## src/rtl/tec_ctrl_seq_pkg.sv

```systemverilog
// Shared types and encodings for the second-generation teaching-CPU controller:
// state enum, opcodes, ALU codes, console modes and the datapath control bundle.
package tec_ctrl_pkg;

  typedef enum logic [2:0] {
    ST_IDLE  = 3'd0,
    ST_CON   = 3'd1,
    ST_FETCH = 3'd2,
    ST_EXEC  = 3'd3,
    ST_INT   = 3'd4,
    ST_HALT  = 3'd5
  } fsm_t;

  localparam logic [3:0] OP_NOP = 4'b0000;
  localparam logic [3:0] OP_ADD = 4'b0001;
  localparam logic [3:0] OP_SUB = 4'b0010;
  localparam logic [3:0] OP_AND = 4'b0011;
  localparam logic [3:0] OP_INC = 4'b0100;
  localparam logic [3:0] OP_LD  = 4'b0101;
  localparam logic [3:0] OP_ST  = 4'b0110;
  localparam logic [3:0] OP_JC  = 4'b0111;
  localparam logic [3:0] OP_JZ  = 4'b1000;
  localparam logic [3:0] OP_JMP = 4'b1001;
  localparam logic [3:0] OP_EI  = 4'b1011;
  localparam logic [3:0] OP_DI  = 4'b1100;
  localparam logic [3:0] OP_STP = 4'b1110;

  // ALU function codes; the logic-pass codes are used with m = 1
  localparam logic [3:0] S_ADD    = 4'b1001;
  localparam logic [3:0] S_SUB    = 4'b0110;
  localparam logic [3:0] S_AND    = 4'b1011;
  localparam logic [3:0] S_INC    = 4'b0000;
  localparam logic [3:0] S_PASS_B = 4'b1010;
  localparam logic [3:0] S_PASS_A = 4'b1111;

  localparam logic [2:0] MODE_RUN  = 3'b000;
  localparam logic [2:0] MODE_WMEM = 3'b001;
  localparam logic [2:0] MODE_RMEM = 3'b010;
  localparam logic [2:0] MODE_RREG = 3'b011;
  localparam logic [2:0] MODE_WREG = 3'b100;

  // selctl is carried for datapath compatibility; this controller never raises it
  typedef struct packed {
    logic       drw;
    logic       pcinc;
    logic       lpc;
    logic       lar;
    logic       pcadd;
    logic       arinc;
    logic       selctl;
    logic       memw;
    logic       lir;
    logic       ldz;
    logic       ldc;
    logic       cin;
    logic       m;
    logic       abus;
    logic       sbus;
    logic       mbus;
    logic [3:0] s;
  } ctrl_t;

endpackage

```

## src/rtl/tec_ctrl_seq_if.sv

```systemverilog
// Console/datapath side of the controller: inputs from switches, IR and flags,
// outputs are beat timing, phase, register selects and the datapath controls.
interface tec_ctrl_seq_if
  import tec_ctrl_pkg::*;
#(
  parameter int IR_W   = 4,
  parameter int RSEL_W = 2,
  parameter int BEATS  = 3
);
  // Handshake: start is a one-cycle pulse, accepted only while halted = 1;
  // halted drops on the accepting edge and rises again when the controller
  // returns to IDLE or HALT. Pulses while halted = 0 are ignored.
  logic              start;
  logic [2:0]        sw;
  logic [IR_W-1:0]   ir;
  logic              c;
  logic              z;
  logic              int_req;

  logic [BEATS-1:0]  beat;
  logic              st0;
  logic              halted;
  logic              int_ack;
  logic [RSEL_W-1:0] rd_sel;
  logic [RSEL_W-1:0] rs_sel;

  logic drw, pcinc, lpc, lar, pcadd, arinc, selctl, memw;
  logic lir, ldz, ldc, cin, m, abus, sbus, mbus;
  logic [3:0] s;

  fsm_t dbg_fsm;
  logic dbg_int_en;

  modport master (
    input  start, sw, ir, c, z, int_req,
    output beat, st0, halted, int_ack, rd_sel, rs_sel,
    output drw, pcinc, lpc, lar, pcadd, arinc, selctl, memw,
    output lir, ldz, ldc, cin, m, abus, sbus, mbus, s,
    output dbg_fsm, dbg_int_en
  );

  modport slave (
    output start, sw, ir, c, z, int_req,
    input  beat, st0, halted, int_ack, rd_sel, rs_sel,
    input  drw, pcinc, lpc, lar, pcadd, arinc, selctl, memw,
    input  lir, ldz, ldc, cin, m, abus, sbus, mbus, s,
    input  dbg_fsm, dbg_int_en
  );

endinterface

```

## src/rtl/tec_ctrl_seq_beat.sv

```systemverilog
// One-hot beat generator: W1 -> W2 (-> W3) and back to W1 at cycle end.
// short ends the cycle after W1, long after W3, otherwise after W2.
module tec_beat_gen #(
  parameter int BEATS = 3
) (
  input  logic             t3,
  input  logic             clr,
  input  logic             run,
  input  logic             short,
  input  logic             long,
  output logic [BEATS-1:0] beat,
  output logic             cycle_end
);

  always_comb begin
    cycle_end = beat[1];
    if (short)
      cycle_end = beat[0];
    else if (long)
      cycle_end = beat[2];
  end

  always_ff @(posedge t3) begin
    if (clr)
      beat <= BEATS'(1);
    else if (run)
      beat <= cycle_end ? BEATS'(1) : (beat << 1);
  end

endmodule

```

## src/rtl/tec_ctrl_seq.sv

```systemverilog
// Hardwired controller for the teaching CPU: console modes with the st0
// two-phase scheme, fetch/execute with self-timed beats, EI/DI interrupt.
module tec_ctrl_seq
  import tec_ctrl_pkg::*;
#(
  parameter int IR_W       = 4,
  parameter int NREG       = 4,
  parameter int BEATS      = 3,
  parameter bit INT_EN_RST = 1'b0
) (
  input logic            t3,
  input logic            clr,
  tec_ctrl_seq_if.master bus
);

  localparam int RSEL_W = (NREG > 1) ? $clog2(NREG) : 1;

  fsm_t              fsm, nxt_fsm;
  logic              st0, nxt_st0;
  logic              int_en, nxt_int_en;
  logic              halted_q;
  logic [2:0]        mode;
  logic [BEATS-1:0]  beat;
  logic              run, cycle_end, short_c, long_c, ack, w1, w2;
  logic [3:0]        op;
  logic [RSEL_W-1:0] rd, rs;
  ctrl_t             ctrl;

  assign run = ~halted_q;
  assign w1  = beat[0];
  assign w2  = beat[1];

  tec_beat_gen #(.BEATS(BEATS)) u_beat (
    .t3        (t3),
    .clr       (clr),
    .run       (run),
    .short     (short_c),
    .long      (long_c),
    .beat      (beat),
    .cycle_end (cycle_end)
  );

  // Any set bit above the 4-bit opcode field turns the instruction into a NOP
  assign op = ((bus.ir >> 4) == '0) ? bus.ir[3:0] : OP_NOP;

  always_comb begin
    ctrl       = '0;
    rd         = '0;
    rs         = '0;
    ack        = 1'b0;
    short_c    = 1'b0;
    long_c     = 1'b0;
    nxt_fsm    = fsm;
    nxt_st0    = st0;
    nxt_int_en = int_en;
    case (fsm)
      ST_CON: begin
        nxt_fsm = ST_IDLE;
        case (mode)
          MODE_WREG: begin
            ctrl.sbus = 1'b1;
            ctrl.drw  = 1'b1;
            if (w1) rd = st0 ? RSEL_W'(2) : RSEL_W'(0);
            else    rd = st0 ? RSEL_W'(3) : RSEL_W'(1);
            nxt_st0 = ~st0;
          end
          MODE_RREG: begin
            rs = w1 ? RSEL_W'(0) : RSEL_W'(2);
            rd = w1 ? RSEL_W'(1) : RSEL_W'(3);
          end
          MODE_RMEM, MODE_WMEM: begin
            short_c = 1'b1;
            if (!st0) begin
              ctrl.sbus = 1'b1;
              ctrl.lar  = 1'b1;
              nxt_st0   = 1'b1;
            end else if (mode == MODE_RMEM) begin
              ctrl.mbus  = 1'b1;
              ctrl.arinc = 1'b1;
            end else begin
              ctrl.sbus  = 1'b1;
              ctrl.memw  = 1'b1;
              ctrl.arinc = 1'b1;
            end
          end
          MODE_RUN: begin
            short_c = 1'b1;
            if (!st0) begin
              ctrl.sbus = 1'b1;
              ctrl.lpc  = 1'b1;
              nxt_st0   = 1'b1;
            end
          end
          default: short_c = 1'b1;
        endcase
      end
      ST_FETCH: begin
        short_c    = 1'b1;
        ctrl.lir   = 1'b1;
        ctrl.pcinc = 1'b1;
        nxt_fsm    = ST_EXEC;
      end
      ST_EXEC: begin
        case (op)
          OP_ADD: if (w1) begin
            ctrl.s = S_ADD; ctrl.cin = 1'b1; ctrl.abus = 1'b1;
            ctrl.drw = 1'b1; ctrl.ldz = 1'b1; ctrl.ldc = 1'b1;
          end
          OP_SUB: if (w1) begin
            ctrl.s = S_SUB; ctrl.abus = 1'b1;
            ctrl.drw = 1'b1; ctrl.ldz = 1'b1; ctrl.ldc = 1'b1;
          end
          OP_AND: if (w1) begin
            ctrl.m = 1'b1; ctrl.s = S_AND; ctrl.abus = 1'b1;
            ctrl.drw = 1'b1; ctrl.ldz = 1'b1;
          end
          OP_INC: if (w1) begin
            ctrl.s = S_INC; ctrl.abus = 1'b1;
            ctrl.drw = 1'b1; ctrl.ldz = 1'b1; ctrl.ldc = 1'b1;
          end
          OP_LD: begin
            long_c = 1'b1;
            if (w1) begin
              ctrl.m = 1'b1; ctrl.s = S_PASS_B; ctrl.abus = 1'b1; ctrl.lar = 1'b1;
            end else if (w2) begin
              ctrl.mbus = 1'b1; ctrl.drw = 1'b1;
            end
          end
          OP_ST: begin
            long_c = 1'b1;
            if (w1) begin
              ctrl.m = 1'b1; ctrl.s = S_PASS_A; ctrl.abus = 1'b1; ctrl.lar = 1'b1;
            end else if (w2) begin
              ctrl.m = 1'b1; ctrl.s = S_PASS_B; ctrl.abus = 1'b1; ctrl.memw = 1'b1;
            end
          end
          OP_JC: begin
            short_c    = 1'b1;
            ctrl.pcadd = bus.c;
          end
          OP_JZ: begin
            short_c    = 1'b1;
            ctrl.pcadd = bus.z;
          end
          OP_JMP: begin
            short_c = 1'b1;
            ctrl.m = 1'b1; ctrl.s = S_PASS_A; ctrl.abus = 1'b1; ctrl.lpc = 1'b1;
          end
          OP_EI: begin
            short_c    = 1'b1;
            nxt_int_en = 1'b1;
          end
          OP_DI: begin
            short_c    = 1'b1;
            nxt_int_en = 1'b0;
          end
          default: short_c = 1'b1;
        endcase
        // The interrupt test uses the enable as it stood before this instruction
        if (op == OP_STP)
          nxt_fsm = ST_HALT;
        else if (int_en && bus.int_req)
          nxt_fsm = ST_INT;
        else
          nxt_fsm = ST_FETCH;
      end
      ST_INT: begin
        short_c    = 1'b1;
        ack        = 1'b1;
        ctrl.sbus  = 1'b1;
        ctrl.lpc   = 1'b1;
        nxt_int_en = 1'b0;
        nxt_fsm    = ST_FETCH;
      end
      default: ;
    endcase
  end

  always_ff @(posedge t3) begin
    if (clr) begin
      fsm      <= ST_IDLE;
      st0      <= 1'b0;
      int_en   <= INT_EN_RST;
      mode     <= MODE_RUN;
      halted_q <= 1'b1;
    end else begin
      case (fsm)
        ST_IDLE: if (bus.start) begin
          mode     <= bus.sw;
          halted_q <= 1'b0;
          fsm      <= (bus.sw == MODE_RUN && st0) ? ST_FETCH : ST_CON;
        end
        ST_HALT: if (bus.start) begin
          halted_q <= 1'b0;
          fsm      <= ST_FETCH;
        end
        default: if (cycle_end) begin
          fsm      <= nxt_fsm;
          st0      <= nxt_st0;
          int_en   <= nxt_int_en;
          halted_q <= (nxt_fsm == ST_IDLE) || (nxt_fsm == ST_HALT);
        end
      endcase
    end
  end

  assign bus.beat       = beat;
  assign bus.st0        = st0;
  assign bus.halted     = halted_q;
  assign bus.int_ack    = ack;
  assign bus.rd_sel     = rd;
  assign bus.rs_sel     = rs;
  assign bus.dbg_fsm    = fsm;
  assign bus.dbg_int_en = int_en;

  assign bus.drw    = ctrl.drw;
  assign bus.pcinc  = ctrl.pcinc;
  assign bus.lpc    = ctrl.lpc;
  assign bus.lar    = ctrl.lar;
  assign bus.pcadd  = ctrl.pcadd;
  assign bus.arinc  = ctrl.arinc;
  assign bus.selctl = ctrl.selctl;
  assign bus.memw   = ctrl.memw;
  assign bus.lir    = ctrl.lir;
  assign bus.ldz    = ctrl.ldz;
  assign bus.ldc    = ctrl.ldc;
  assign bus.cin    = ctrl.cin;
  assign bus.m      = ctrl.m;
  assign bus.abus   = ctrl.abus;
  assign bus.sbus   = ctrl.sbus;
  assign bus.mbus   = ctrl.mbus;
  assign bus.s      = ctrl.s;

endmodule
```

## src/flat_wrapper.sv

```systemverilog
// flat-port wrapper written by rule: the top's interface ports become plain ports
module tec_ctrl_seq_flat import tec_ctrl_pkg::*;
#(
  parameter int IR_W       = 4,
  parameter int NREG       = 4,
  parameter int BEATS      = 3,
  parameter bit INT_EN_RST = 1'b0
)
  (t3, clr, bus_start, bus_sw, bus_ir, bus_c, bus_z, bus_int_req, bus_beat, bus_st0, bus_halted, bus_int_ack, bus_rd_sel, bus_rs_sel, bus_drw, bus_pcinc, bus_lpc, bus_lar, bus_pcadd, bus_arinc, bus_selctl, bus_memw, bus_lir, bus_ldz, bus_ldc, bus_cin, bus_m, bus_abus, bus_sbus, bus_mbus, bus_s, bus_dbg_fsm, bus_dbg_int_en);
  tec_ctrl_seq_if #(.IR_W(IR_W), .BEATS(BEATS)) bus_i ();
  input logic t3;
  input logic clr;
  input wire logic [$bits(bus_i.start)-1:0] bus_start;
  input wire logic [$bits(bus_i.sw)-1:0] bus_sw;
  input wire logic [$bits(bus_i.ir)-1:0] bus_ir;
  input wire logic [$bits(bus_i.c)-1:0] bus_c;
  input wire logic [$bits(bus_i.z)-1:0] bus_z;
  input wire logic [$bits(bus_i.int_req)-1:0] bus_int_req;
  output wire logic [$bits(bus_i.beat)-1:0] bus_beat;
  output wire logic [$bits(bus_i.st0)-1:0] bus_st0;
  output wire logic [$bits(bus_i.halted)-1:0] bus_halted;
  output wire logic [$bits(bus_i.int_ack)-1:0] bus_int_ack;
  output wire logic [$bits(bus_i.rd_sel)-1:0] bus_rd_sel;
  output wire logic [$bits(bus_i.rs_sel)-1:0] bus_rs_sel;
  output wire logic [$bits(bus_i.drw)-1:0] bus_drw;
  output wire logic [$bits(bus_i.pcinc)-1:0] bus_pcinc;
  output wire logic [$bits(bus_i.lpc)-1:0] bus_lpc;
  output wire logic [$bits(bus_i.lar)-1:0] bus_lar;
  output wire logic [$bits(bus_i.pcadd)-1:0] bus_pcadd;
  output wire logic [$bits(bus_i.arinc)-1:0] bus_arinc;
  output wire logic [$bits(bus_i.selctl)-1:0] bus_selctl;
  output wire logic [$bits(bus_i.memw)-1:0] bus_memw;
  output wire logic [$bits(bus_i.lir)-1:0] bus_lir;
  output wire logic [$bits(bus_i.ldz)-1:0] bus_ldz;
  output wire logic [$bits(bus_i.ldc)-1:0] bus_ldc;
  output wire logic [$bits(bus_i.cin)-1:0] bus_cin;
  output wire logic [$bits(bus_i.m)-1:0] bus_m;
  output wire logic [$bits(bus_i.abus)-1:0] bus_abus;
  output wire logic [$bits(bus_i.sbus)-1:0] bus_sbus;
  output wire logic [$bits(bus_i.mbus)-1:0] bus_mbus;
  output wire logic [$bits(bus_i.s)-1:0] bus_s;
  output wire logic [$bits(bus_i.dbg_fsm)-1:0] bus_dbg_fsm;
  output wire logic [$bits(bus_i.dbg_int_en)-1:0] bus_dbg_int_en;
  assign bus_i.start = bus_start;
  assign bus_i.sw = bus_sw;
  assign bus_i.ir = bus_ir;
  assign bus_i.c = bus_c;
  assign bus_i.z = bus_z;
  assign bus_i.int_req = bus_int_req;
  assign bus_beat = bus_i.beat;
  assign bus_st0 = bus_i.st0;
  assign bus_halted = bus_i.halted;
  assign bus_int_ack = bus_i.int_ack;
  assign bus_rd_sel = bus_i.rd_sel;
  assign bus_rs_sel = bus_i.rs_sel;
  assign bus_drw = bus_i.drw;
  assign bus_pcinc = bus_i.pcinc;
  assign bus_lpc = bus_i.lpc;
  assign bus_lar = bus_i.lar;
  assign bus_pcadd = bus_i.pcadd;
  assign bus_arinc = bus_i.arinc;
  assign bus_selctl = bus_i.selctl;
  assign bus_memw = bus_i.memw;
  assign bus_lir = bus_i.lir;
  assign bus_ldz = bus_i.ldz;
  assign bus_ldc = bus_i.ldc;
  assign bus_cin = bus_i.cin;
  assign bus_m = bus_i.m;
  assign bus_abus = bus_i.abus;
  assign bus_sbus = bus_i.sbus;
  assign bus_mbus = bus_i.mbus;
  assign bus_s = bus_i.s;
  assign bus_dbg_fsm = bus_i.dbg_fsm;
  assign bus_dbg_int_en = bus_i.dbg_int_en;
  tec_ctrl_seq #(.IR_W(IR_W), .NREG(NREG), .BEATS(BEATS), .INT_EN_RST(INT_EN_RST)) u_core (.t3(t3), .clr(clr), .bus(bus_i));
endmodule
```

## config.mk

```make
export PLATFORM = sky130hd
export DESIGN_NAME = tec_ctrl_seq_flat
export DESIGN_NICKNAME = d
export VERILOG_FILES = /design/src/rtl/tec_ctrl_seq_pkg.sv /design/src/rtl/tec_ctrl_seq_if.sv /design/src/rtl/tec_ctrl_seq_beat.sv /design/src/rtl/tec_ctrl_seq.sv /design/src/flat_wrapper.sv
export SDC_FILE = /design/constraint.sdc
export NUM_CORES = 1
export LEC_CHECK = 0
export CAP_MARGIN = 0
export CORE_MARGIN = 3
export CORE_UTILIZATION = 36
export DETAILED_ROUTE_END_ITERATION = 6
export PLACE_DENSITY = 0.64
export SYNTH_ARGS = -nofsm -noshare
export SYNTH_HDL_FRONTEND = slang
export SYNTH_SLANG_ARGS = --single-unit
```

## constraint.sdc

```tcl
create_clock -name t3 -period 3.5 [get_ports t3]
set_clock_uncertainty 0.05 [all_clocks]
set_input_delay 1.05 -clock t3 [delete_from_list [all_inputs] [get_ports t3]]
set_output_delay 1.05 -clock t3 [all_outputs]
set_load 0.02 [all_outputs]
```

; Word-level counts from Yosys, hierarchy flattened
; Index checks and enable logic that the tools add are counted.
; Widths: inputs -> output; s select.
[word_totals]
word_cells = 143
inputBits = 13
register_bits = 12
out_inout_bits = 34
[classes]
n_reduce_logical = 27
mux = 82
n_eq_ne = 26
n_bitwise = 2
[op_table]
columns = cell, count
row1 = $mux 1, 34
row2 = $mux 2, 12
row3 = $mux 3, 8
row4 = $mux 4, 6
row5 = $pmux 4 s6, 1
row6 = $pmux 1 s2, 11
row7 = $eq 4x4->1 const B, 5
row8 = $eq 4x3->1 const B, 4
row9 = $pmux 1 s3, 5
row10 = $reduce_or 2->1, 7
row11 = $eq 3x2->1 const B, 4
row12 = $eq 3x3->1 const B, 4
row13 = $logic_not 3->1, 4
row14 = $pmux 3 s4, 1
row15 = $eq 4x2->1 const B, 2
row16 = $reduce_and 4->1, 2
row17 = $eq 3x1->1 const B, 2
row18 = $pmux 3 s2, 1
row19 = $reduce_bool 2->1, 3
row20 = $reduce_or 3->1, 2
row21 = $reduce_or 6->1, 1
row22 = $mux 5, 1
row23 = $eq 4x1->1 const B, 1
row24 = $ne 2x2->1 const B, 2
row25 = other kinds (11), 14

; Logic depth before layout (Yosys ltp)
; Gate-level depths: netlist of the first run.
[depth]
word_depth = 8
depth_mapped = 7

; Modules after synthesis
; From an unflattened synthesis of the first run, not the netlist that was laid out.
[hier_totals]
hier_cells = 180
area_unflattened_um2 = 1297.5
[modules_own_cells]
columns = mod, cells_per_inst, area_per_inst_um2, seq_area_each_um2, instances
row1 = tec_ctrl_seq, 162, 1121.1, 180.2, 1
row2 = tec_beat_gen, 18, 176.4, 60.1, 1

; Worst setup path after synthesis of the first run
; OpenSTA, ideal clock, no wires.
[synth_timing]
kind = input to output
from = input port bus_ir[1]
to = output port bus_s[3]
path_stages = 6
arrival_ps = 2356
slack_ps = 44
cell_sequence = clkbuf_1 clkbuf_1 inv_1 nand2_1 nor3_1 a21o_1
[synth_via]
elab_chain_len = 3
word_cells_on_any_way = 8
classes_between = 6 x eq/ne / 2 x mux
[synth_lines]
columns = item, line
row1 = start: declaration, flat_wrapper.sv:15  ; input wire logic [$bits(bus_i.ir)-1:0] bus_ir;
row2 = "$eq 4x4->1, or another cell as far along", tec_ctrl_seq.sv:104  ; case (op)
row3 = $pmux 4 s6 *, tec_ctrl_seq.sv:104
row4 = $mux 4 *, tec_ctrl_seq.sv:56  ; case (fsm)
row5 = end: declaration, flat_wrapper.sv:41  ; output wire logic [$bits(bus_i.s)-1:0] bus_s;
; Every way passes the cells marked *; elsewhere a longest branch is shown, timed or not.

; Worst setup path after layout of the first run
[layout_timing]
from = input port bus_ir[0]
to = output port bus_s[3]
; Same word-level chain as after synthesis.

==> results of run 1 <==
power breakdown:
group / switching [W] / internal (W)
Combinational: 0.000222 / 0.000186
Clock: 0.0000514 / 0.0000994
Sequential: 0.0000387 / 0.000157
Total: 0.000312 / 0.000443
Yosys cell counts, types with 2 or more instances:
cell type / n / area [sq um]
sky130_fd_sc_hd__a21oi_1: 12 / 60.06
sky130_fd_sc_hd__buf_4: 4 / 30.03
sky130_fd_sc_hd__o41ai_1: 2 / 17.52
sky130_fd_sc_hd__a211o_1: 2 / 17.52
sky130_fd_sc_hd__o21ai_0: 12 / 60.06
sky130_fd_sc_hd__nand2b_1: 7 / 43.79
sky130_fd_sc_hd__xnor2_1: 2 / 17.52
sky130_fd_sc_hd__nand4b_1: 2 / 17.52
sky130_fd_sc_hd__nand2_1: 10 / 37.54
sky130_fd_sc_hd__a21o_1: 2 / 15.01
sky130_fd_sc_hd__nor4b_1: 2 / 17.52
sky130_fd_sc_hd__nor2b_1: 7 / 43.79
sky130_fd_sc_hd__a311oi_1: 2 / 17.52
sky130_fd_sc_hd__or3_1: 3 / 18.77
sky130_fd_sc_hd__buf_2: 3 / 15.01
sky130_fd_sc_hd__or4_1: 3 / 22.52
sky130_fd_sc_hd__o211ai_1: 4 / 30.03
sky130_fd_sc_hd__dfxtp_1: 12 / 240.2
sky130_fd_sc_hd__nor3_1: 5 / 25.02
sky130_fd_sc_hd__nand3_1: 8 / 40.04
sky130_fd_sc_hd__nor2_1: 19 / 71.32
sky130_fd_sc_hd__and2_1: 4 / 25.02
sky130_fd_sc_hd__inv_1: 5 / 18.77
sky130_fd_sc_hd__clkbuf_1: 11 / 41.29
sky130_fd_sc_hd__mux2i_1: 4 / 40.04
sky130_fd_sc_hd__o32ai_1: 2 / 17.52
sky130_fd_sc_hd__o22ai_1: 3 / 18.77
sky130_fd_sc_hd__nor3b_1: 5 / 37.54
sky130_fd_sc_hd__a31oi_1: 6 / 37.54
sky130_fd_sc_hd__and3_1: 2 / 12.51
sky130_fd_sc_hd__a22o_1: 2 / 17.52
sky130_fd_sc_hd__nand3b_1: 3 / 22.52
cells by family (layout without fill, tap and decap cells):
| group | Yosys count | count (layout) | share of synthesized area |
|---|---|---|---|
| AND/OR/NAND/NOR | 87 | 87 | 0.3693 |
| adder cells (fa/ha/maj) | 1 | 1 | 0.007442 |
| flip-flops | 12 | 12 | 0.1786 |
| XOR/XNOR | 3 | 3 | 0.01954 |
| other | 1 | 2 | 0.002788 |
| buffers and inverters | 24 | 79 | 0.08651 |
| AO/OA/AOI/OAI | 61 | 61 | 0.3061 |
| multiplexers | 4 | 4 | 0.02977 |
per-layer routing:
layer / vias to the layer above / part of all wire / wire [um]
met4: 0 / 0.0019 / 9
li1: 825 / - / -
met3: 2 / 0.075 / 351
met2: 78 / 0.46 / 2144
met1: 808 / 0.46 / 2175
met5: - / 0 / 0
critical path, delay by kind of cell:
| kind | cells | cell delay [ps] |
|---|---|---|
| simple gates | 1 | 260 |
| compound gates | 4 | 520 |
| buf+inv | 2 | 510 |
through the flow:
| stage | instances | area [sq um] | power (W) |
|---|---|---|---|
| finish | 295 | 2006 | 0.0007546 |
| global route | 295 | 2006 | 0.0008053 |
| CTS | 295 | 2009 | 0.0007489 |
| detailed placement | 291 | 1944 | 0.0005986 |
| global placement | 291 | 1944 | 0.0005957 |
| floorplan | 194 | 1349 | 0.0004428 |
cell type report:
cell class	count	area, sq um	area share
Multi-Input combinational cell	158	1025	0.5109
Timing Repair Buffer	70	609.3	0.3038
Sequential cell	12	240.2	0.1198
Tap cell	46	57.56	0.02870
Clock buffer	4	55.05	0.02745
Inverter	5	18.77	0.009357
path summary, 6_finish.rpt:
kind	from	end	slack [ps]	cells past startpoint
max	bus_ir[0]	bus_s[3]	70	7
min	u_core.bus.dbg_int_en	u_core.bus.dbg_int_en	490	2
max reg2reg	u_core.bus.dbg_fsm[0]	u_core.bus.dbg_fsm[1]	1240	6
min reg2reg	u_core.bus.dbg_int_en	u_core.bus.dbg_int_en	490	2
registers in the layout, summed over array words and instances (netlist names):
register / flops
u_core.bus.dbg_fsm: 3
u_core.mode: 3
u_core.u_beat.beat: 3
u_core.bus.dbg_int_en: 1
u_core.bus.halted: 1
u_core.bus.st0: 1
what timing repair did:
action	CTS	global route
gates resized for setup	60	11
setup endpoints to repair	15	9
pin swaps	0	2
==> reports/results.md, run 1 <==
* finished clean — result of the run
* primary input — kind of start point of the critical path
* 0 — EDFF count, synth
* 8 — top fanout value on the critical path
* built — CTS tree
* 0.5783 — final cell utilization of the core
* 263 — Nets
* 0 — diodes inserted
* 0.3878 — Starting Density
* 0 — Post-DRT Antenna Nets
* 12 — synthesis-stage register bit count
* 193 — post-synthesis cell count
* 44 — number of port buffers
* 67.13 um — die outline height
* 6.969 sq um — Avg Inst Size Synth
* 3.554 mm — post-detail-place hpwl
* 5.807 — post-DR vias/cell
* 0 — DRC violation count after routing
* -727.8 ps — pre-CTS worst setup slack
* 1617 — vias in the first global route
* 0.3175 — met1 global-route usage
* output port — Critical Path End Type
* 7.693 mm — first-pass GRT wire length
* 0 — Max-cap violations
* 25 x sky130_fd_sc_hd__clkdlybuf4s50_1, 25 x sky130_fd_sc_hd__buf_4, 19 x sky130_fd_sc_hd__nor2_1 — most used cells in the layout excluding fill and tap cells
* 47 — total I/O pin count
* 4 — DR pass1 iterations
* 0.7623 nW — LEAKAGE
* 2400 ps — required time of the worst setup path
* sky130_fd_sc_hd__clkdlybuf4s15_2 — Most common cell on crit path
* 0 — hold violation total from the final report
* 1713 — detailed-route via count
* 3426 ps — clock period minus final worst setup slack
* 1 — Max H-tree Level
* 49.12% — area added between synthesis and finish
* 2330 ps — Critical Path AT
* sky130_fd_sc_hd__clkdlybuf4s15_2 — slowest library cell on the worst path
* 240 ps — clock latency on the worst-skew pair
* 0 ps — setup total negative slack
* 0 — Final Max Slew Viols
* 260 ps — peak per-stage delay on the critical path
* 16 — maximum number of pins on one net before global-route repair
* met2 — most congested layer reported by global routing
* 12 — count of clock tree sinks
* 0 — share of flip-flops with an asynchronous set or reset
* 67.13 um — Chip Width
* 0 — Setup-failing EPs final
* 0.3301 — met2 layer usage reported by global route
* 0.2160 — overall track demand over capacity in global routing
* 150 — count of routing violations after the opening detailed-route iteration
* 486.0 ps — minimum hold slack
* 0 — initial antenna violation count
* 4.680 mm — sum of routed wire length over all layers
* false — RSZ-0062 raised after global routing
* 50 ps — clock slew at reported path FFs
* 0 — setup fix buffers added after clock tree synthesis
* clkdlybuf4s15_2, and3b_1, a21oi_1, o21a_1, o21ai_1, a21o_1, clkdlybuf4s15_2 — crit-path cells
* register to register — worst hold-check path type
* 3 — number of clock buffers inserted by TritonCTS
* 15.86 um — average wire per standard cell
* 55 — library cells used by synthesis
* 345 — fill cell total of the finished layout
* 0.9789 — Tcrit/Tclk final
* 1345 sq um — summed instance area of the synthesized netlist
* 250.9 uV — worst supply voltage drop on vdd
* 0.1786 — sequential element share of the synthesized area
* 3468 sq um — placeable core region
* 0 — cts hold-fix bufs
* 291.9 MHz — achievable clock frequency
* 0.6079 — worst rel slew slack
* 0 — Remaining Overflow, GRT
* 376.3 nW/um^2 — Pwr Density
* 0.04216 — global-route met3 utilization
* 21 — site row count
* 73.73 ps — setup slack after layout
* primary input to output port — Crit Path Class
* 0.9286 — Final Wtd Congestion
* 586.8 ps — Worst Max-Slew Pin Slew
* 0 — yosys warns
* 0.2209 — share of cells above drive strength 1
* sky130_fd_sc_hd__clkbuf_8 — Root Driver
* 2 — maximum count of clock buffers along a single path
* 4506 sq um — Die Footprint
* sky130_fd_sc_hd__dfxtp_1 — Main synth FF type
Note: power is estimated with default switching activity, not from simulation.
==> inputs of run 2 (changes only) <==
- CTS_CLUSTER_SIZE: default -> 8
- SLEW_MARGIN: default -> 20
==> results of run 2 <==
Same layout as run 1: the final DEF is identical, and so are final timing and power.
==> inputs of run 3 (changes only) <==
- CORE_UTILIZATION: 36 -> 45
- PLACE_DENSITY: 0.64 -> 0.78
- TNS_END_PERCENT: default -> 10
==> run 3 against run 2 <==
Against the previous run: sequential share of layout area grew 0.38 points; non-clock buffer count is 1 lower; register-to-register slack worse by 20 ps; highest routed layer unchanged; critical path type unchanged.
==> reports/results.md, run 3 (same netlist as run 1, synthesis figures left out) <==
* finished clean — result of the run
* 0 — diodes inserted
* 80 ps — clock slew at reported path FFs
* 0 — DRC violation count after routing
* 25 x sky130_fd_sc_hd__clkdlybuf4s50_1, 24 x sky130_fd_sc_hd__buf_4, 19 x sky130_fd_sc_hd__nor2_1 — most used cells in the layout excluding fill and tap cells
* bus_ir[2] — Setup crit start
* 6.129 — post-DR vias/cell
* 16.27 um — average wire per standard cell
* 0.2339 — share of cells above drive strength 1
* sky130_fd_sc_hd__clkbuf_4 — Root Driver
* built — CTS tree
* 1220 ps — slack of the worst reg-to-reg path
* 15 — maximum number of pins on one net before global-route repair
* 1573 — vias in the first global route
* 3.480 mm — post-detail-place hpwl
* 3 — number of clock buffers inserted by TritonCTS
* 0 — cts hold-fix bufs
* 0.4795 — Starting Density
* 47 — total I/O pin count
* primary input — kind of start point of the critical path
* 330 ps — peak per-stage delay on the critical path
* u_core.u_beat.beat[1] — end of the worst register-to-register path
* 7.355 mm — first-pass GRT wire length
* 0.0007203 W — post-layout total power
* 7 — top fanout value on the critical path
* clkdlybuf4s15_2, buf_4, or3_1, buf_4, nand2_1, nor2_1, clkdlybuf4s15_2 — crit-path cells
* 0.9934 — Tcrit/Tclk final
* sky130_fd_sc_hd__clkdlybuf4s50_1 — most common library cell in the layout ignoring fill and taps
* 0 — Setup-failing EPs final
* primary input to output port — Crit Path Class
* 0.8881 — Final Wtd Congestion
* 2805 sq um — placeable core region
* bus_ldz — worst setup path endpoint
* 12 — count of clock tree sinks
* 485.9 ps — minimum hold slack
* 60.67 um — die outline height
* 44 — number of port buffers
* 2400 ps — required time of the worst setup path
* 0 — Post-DRT Antenna Nets
* 247.9 uV — worst supply voltage drop on vdd
* 368.6 nW/um^2 — Pwr Density
* 0 — initial antenna violation count
* 0.7501 nW — LEAKAGE
* 3681 sq um — Die Footprint
* 1710 — detailed-route via count
* 19 — site row count
* 287.6 MHz — achievable clock frequency
* 0 — Max-cap violations
* 1 — Max H-tree Level
* 0.2564 — overall track demand over capacity in global routing
* 2 — maximum count of clock buffers along a single path
* 0 — Final Max Slew Viols
* 1954 sq um — cell area after layout
* sky130_fd_sc_hd__or3_1 — slowest library cell on the worst path
* 3477 ps — clock period minus final worst setup slack
* 262 — Nets
* 2380 ps — Critical Path AT
* 0.6967 — final cell utilization of the core
* 60.67 um — Chip Width
* 5 — DR pass1 iterations
* true — RSZ-0062 raised after global routing
* 1918 sq um — total cell area at the placement stage
* 0 — hold violation total from the final report
* 6 — number of cell instances on the worst register-to-register path
* 125 — count of routing violations after the opening detailed-route iteration
* 0 — Remaining Overflow, GRT
* 45.30% — area added between synthesis and finish
* u_core.bus.dbg_fsm[2] — worst reg2reg startpoint
* 4.540 mm — sum of routed wire length over all layers
* 280 ps — clock latency on the worst-skew pair
* output port — Critical Path End Type
* register to register — worst hold-check path type
run 3: worst min path at each step:
stage / cells after the start / slack (ps) / start / end
floorplan: 3 / 520 / u_core.mode[0] / u_core.mode[0]
global placement: 2 / 470 / u_core.bus.dbg_int_en / u_core.bus.dbg_int_en
detailed placement: 2 / 460 / u_core.bus.dbg_int_en / u_core.bus.dbg_int_en
CTS: 2 / 490 / u_core.bus.dbg_int_en / u_core.bus.dbg_int_en
global route: 2 / 500 / u_core.bus.dbg_int_en / u_core.bus.dbg_int_en
finish: 2 / 490 / u_core.bus.dbg_int_en / u_core.bus.dbg_int_en
run 3: through the flow:
step | TNS, ps | cells | setup WS [ps]
after floorplan | 0 | 194 | 44.15
after global routing | -159.8 | 279 | -42.93
after global placement | -8267 | 275 | -620.9
after CTS | -135.1 | 279 | -49.59
final | 0 | 279 | 23.23
after detailed placement | -8900 | 275 | -685.9
run 3: metal layers:
metal  GRT usage  vias to the layer above  share of wire
met5           0                        -              0
met4     0.06192                        0          0.015
met3     0.03404                        8          0.080
met2      0.4061                       99           0.47
met1      0.3684                      779           0.43
li1            -                      824              -
run 3: area by class of cell:
cell class	instances	area [sq um]
multi-input combinational	158	1032
inverter	5	18.77
sequential	12	241.5
tap	31	38.79
fill	235	850.8
timing repair buffer	69	586.8
clock buffer	4	36.28
run 3: report_power, final:
part           internal (W)  total (W)  switching (W)
Clock             0.0000632   0.000116      0.0000530
Sequential         0.000157   0.000194      0.0000369
Combinational      0.000187   0.000410       0.000224
run 3: critical path, delay by kind of cell:
family	cells	cell delay, ps
buffers and inverters	4	850
AND/OR/NAND/NOR	3	480
run 3: what timing repair did:
action	4_1_cts	5_1_grt
resized for setup	59	12
pin swaps	0	1
setup endpoints to repair	16	15
setup buffers	0	0
==> RTL change 1 (flow settings as in run 3) <==
`INT_EN_RST` is set to 1'b0 in 2 places; all go to 1'b1.
--- a/src/rtl/tec_ctrl_seq.sv
+++ b/src/rtl/tec_ctrl_seq.sv
@@ -6,7 +6,7 @@
   parameter int IR_W       = 4,
   parameter int NREG       = 4,
   parameter int BEATS      = 3,
-  parameter bit INT_EN_RST = 1'b0
+  parameter bit INT_EN_RST = 1'b1
 ) (
   input logic            t3,
   input logic            clr,
--- a/src/flat_wrapper.sv
+++ b/src/flat_wrapper.sv
@@ -4,7 +4,7 @@
   parameter int IR_W       = 4,
   parameter int NREG       = 4,
   parameter int BEATS      = 3,
-  parameter bit INT_EN_RST = 1'b0
+  parameter bit INT_EN_RST = 1'b1
 )
   (t3, clr, bus_start, bus_sw, bus_ir, bus_c, bus_z, bus_int_req, bus_beat, bus_st0, bus_halted, bus_int_ack, bus_rd_sel, bus_rs_sel, bus_drw, bus_pcinc, bus_lpc, bus_lar, bus_pcadd, bus_arinc, bus_selctl, bus_memw, bus_lir, bus_ldz, bus_ldc, bus_cin, bus_m, bus_abus, bus_sbus, bus_mbus, bus_s, bus_dbg_fsm, bus_dbg_int_en);
   tec_ctrl_seq_if #(.IR_W(IR_W), .BEATS(BEATS)) bus_i ();
Behaviour: not the same (a bounded check fails within 4 cycles, from zero or initial values).
==> RTL change 1 against run 3 <==
- sequential share of layout area is 0.072 points higher
- worst setup slack worse by 70 ps
- fmax is 2.0% lower
- wire length is 0.55% higher
- die area is 1.8% lower
- synthesized area is 2.0% lower
- final cell count stayed put
- the flow now finishes with violations (setup timing)
- cell area is 0.58% lower
- sequential cell count stayed put
- largest cell class unchanged
Power is not compared: it rests on default switching activity, and its combinational part moved more than twofold at a synthesized area within 25%.
==> RTL change 1: results <==
group,metric,value,unit
run_status,status,"finished, violations left",
run_status,violations,"setup timing",
routing,totalWireLength,4565,um
synthesis,syn_avg_cell_area,7.015,um^2
timing,number_of_setup_violations_in_the_final_report,2,
timing,max_slew_margin,0.6145,
routing,detailedRoute.firstIterationViolations,127,
place,place_congestion,0.9435,
place,placement.cell_area,1932,um^2
clocking,cts.repair_timing.setup_buffer_count,0,
routing,drt-pass1-iter-count,7,
clocking,clkLatencyLatePin,290,ps
synthesis,ys_dominant_reg_cell,"dfxtp_1",
global_routing,grt_antenna_before_repair,0,
global_routing,grt_max_degree,17,
routing,detail_route.vias_per_cell,6.272,
worst_setup_path,critical_path_peak_fanout,9,
power_and_ir_drop,irDropWorstVdd,0.2611,mV
place,placedCellCount,276,
timing,layout_setup_ws,-46.70,ps
clocking,path_clk_slew,70,ps
cells_and_area,fin_nets,263,
global_routing,gr-usage-all-layers,0.2683,
cells_and_area,drive_above_1_share,0.2500,
cells_and_area,n_antenna_cell,0,
worst_setup_path,critical-path-slowest-cell,"clkdlybuf4s15_2",
synthesis,postSynth.asyncResetShare,0,
place,dp_slack,-702.3,ps
synthesis,post_synth_most_frequent_cells,"nor2_1 (19), a21oi_1 (15), nand2_1 (15), dfxtp_1 (12), o21ai_0 (9)",
worst_setup_path,critical-path-max-stage-delay,280,ps
global_routing,grt_pass1_vias,1591,
place,dpl.hpwl,3587,um
timing,setup-tns-final,-60.56,ps
synthesis,synth.top_cells.by_area,"dfxtp_1 (18%), a21oi_1 (5.7%), nor2_1 (5.4%)",
synthesis,synth_compound_area_frac,0.3169,
worst_setup_path,critPathTopFamily,"compound AO/OA/AOI/OAI gates",
clocking,cts_buffers,3,
clocking,ctsLongestPathBuffers,2,
synthesis,synthXorXnorAreaFrac,0.006641,
cells_and_area,fillCellCount,248,
global_routing,grt_first_pass_wirelength,7452,um
synthesis,synth.area.mux_share,0.03036,
synthesis,synth-seq-area-share,0.1822,
synthesis,synth-adder-area-share,0,
worst_setup_path,cp_data_arrival_time,2450,ps
hold_path,hold_path_class,"flop to flop",
clocking,post_cts_resize_count,33,
routing,wl_per_cell,16.36,um
-- RTL change 1: changes by cell type after synthesis, sizes merged, moves of 3 or more --
cell    delta
a21oi      +4
a31oi      -3
buf        +3
clkbuf     -3
nand2      +5
nand3      -4
nor4       +3
o21ai      -3
or4        -3
-- RTL change 1: tightest hold or removal path: cells and delay by family, from the launching register on --
family / cells / cell delay, ps
AO/OA/AOI/OAI: 1 / 70
flip-flops: 1 / 320
AND/OR/NAND/NOR: 1 / 50
-- RTL change 1: layout make-up --
type,count,area [um^2],area share
Inverter,6,22.52,0.01159
Multi-Input combinational cell,152,978.4,0.5035
Clock buffer,3,22.52,0.01159
Timing Repair Buffer,75,639.4,0.3290
Sequential cell,12,241.5,0.1243
Tap cell,31,38.79,0.01996
-- RTL change 1: layer usage --
layer / share of wire / vias up / track usage
met5: 0 / - / 0
met3: 0.064 / 13 / 0.01296
li1: - / 813 / -
met4: 0.025 / 0 / 0.1203
met2: 0.51 / 94 / 0.4707
met1: 0.40 / 830 / 0.3338
-- RTL change 1: path summary, 6_finish.rpt --
kind / from / end / slack, ps / cells after the start
setup reg to reg: u_core.bus.dbg_fsm[1]$_SDFFE_PP0P_ / u_core.u_beat.beat[2]$_SDFFE_PP0N_ / 1150 / 8
hold / removal: u_core.bus.dbg_int_en$_SDFFE_PP1P_ / u_core.bus.dbg_int_en$_SDFFE_PP1P_ / 440 / 2
hold reg to reg: u_core.bus.dbg_int_en$_SDFFE_PP1P_ / u_core.bus.dbg_int_en$_SDFFE_PP1P_ / 440 / 2
setup / recovery: bus_ir[1] / bus_s[3] / -50 / 7
-- RTL change 1: power by group --
part           switching (mW)  total (mW)  internal (mW)  leakage [nW]
clock network          0.0480      0.0881         0.0401        0.0138
registers              0.0184       0.165          0.146        0.0984
logic                   0.107       0.204         0.0968         0.687
==> RTL change 2 (flow settings as in run 3) <==
Without the edit above. `IR_W` is set to 4 in 3 places; all go to 6.
--- a/src/rtl/tec_ctrl_seq_if.sv
+++ b/src/rtl/tec_ctrl_seq_if.sv
@@ -3,7 +3,7 @@
 interface tec_ctrl_seq_if
   import tec_ctrl_pkg::*;
 #(
-  parameter int IR_W   = 4,
+  parameter int IR_W   = 6,
   parameter int RSEL_W = 2,
   parameter int BEATS  = 3
 );
--- a/src/rtl/tec_ctrl_seq.sv
+++ b/src/rtl/tec_ctrl_seq.sv
@@ -3,7 +3,7 @@
 module tec_ctrl_seq
   import tec_ctrl_pkg::*;
 #(
-  parameter int IR_W       = 4,
+  parameter int IR_W       = 6,
   parameter int NREG       = 4,
   parameter int BEATS      = 3,
   parameter bit INT_EN_RST = 1'b0
--- a/src/flat_wrapper.sv
+++ b/src/flat_wrapper.sv
@@ -1,7 +1,7 @@
 // flat-port wrapper written by rule: the top's interface ports become plain ports
 module tec_ctrl_seq_flat import tec_ctrl_pkg::*;
 #(
-  parameter int IR_W       = 4,
+  parameter int IR_W       = 6,
   parameter int NREG       = 4,
   parameter int BEATS      = 3,
   parameter bit INT_EN_RST = 1'b0
Interface: changed (resized bus_ir); port bits go from 47 to 49. No check against the original RTL was run, so the function may have changed too.
==> RTL change 2 against run 3 <==
- fmax fell by 0.43%
- wire length rose by 6.5%
- sequential cell count did not move
- non-clock buffer count rose by 16
- die area fell by 0.92%
- final cell count rose by 3.9%
- synthesized area fell by 1.0%
- worst setup slack got worse by 15 ps
- cell area rose by 6.3%
- total power rose by 13%
- critical endpoint is now bus_drw
==> RTL change 2: results <==
group,metric,value,unit
hold_path,timing.hold.worst.start,"u_core.u_beat.beat[2]$_SDFFE_PP0N_",
power_and_ir_drop,irDropWorstVdd,0.5007,mV
place,placement.cell_area,1984,um^2
synthesis,synth-seq-area-share,0.1805,
synthesis,synth.top_cells.by_area,"dfxtp_1 (18%), a21oi_1 (7.9%), nand2_1 (5.6%)",
worst_setup_path,critical-path-max-stage-delay,460,ps
timing,min_period,3492,ps
global_routing,met2_demand_to_capacity_share_in_global_routing,0.4707,
synthesis,syn_avg_cell_area,7.007,um^2
power_and_ir_drop,design_power_total,816.0,uW
place,dpl.hpwl,3609,um
worst_setup_path,critical-path-slowest-cell,"or4_4",
clocking,post_cts_resize_count,83,
die,die_w,60.39,um
synthesis,yosys.cell_types.count,57,
worst_setup_path,timing.critical_path.to,"bus_drw",
power_and_ir_drop,power_switching_share,0.4431,
cells_and_area,seq-cell-share,0.1163,
run_status,status,"complete, no violations",
cells_and_area,layout.buffer.nonclock.area_share,0.3428,
power_and_ir_drop,power.leakage,0.8475,nW
worst_setup_path,rr_startpoint,"u_core.mode[2]$_SDFFE_PP0P_",
hold_path,holdPathEnd,"u_core.u_beat.beat[2]$_SDFFE_PP0N_",
routing,dr_wl_met2,2468,um
cells_and_area,fillCellCount,212,
worst_setup_path,timing.rr.end,"u_core.bus.halted$_SDFFE_PP1P_",
[RTL change 2: changes by cell type after synthesis, moves of 3 or more]
cell,change
nand2_1,+10
a21oi_1,+9
nand4_1,+5
buf_2,+4
clkbuf_1,-4
mux2i_1,-3
nand2b_1,-3
nor3_1,-3
nor3b_1,-3
o221a_1,+3
[RTL change 2: kinds of logic after synthesis]
| group | after synthesis | share of synthesized area |
|---|---|---|
| AOI/OAI and AO/OA | 63 | 0.3365 |
| other | 1 | 0.002817 |
| DFF | 12 | 0.1805 |
| and+or+nand+nor | 84 | 0.3562 |
| muxes | 1 | 0.007519 |
| xor gates and xnor gates | 3 | 0.01974 |
| buffers and inverters | 26 | 0.09681 |
[RTL change 2: worst reg2reg max path, delay by kind of cell (launching register included)]
family | cells | cell delay, ps
buffers and inverters | 1 | 160
DFF | 1 | 490
and+or+nand+nor | 2 | 510
AOI/OAI and AO/OA | 3 | 960
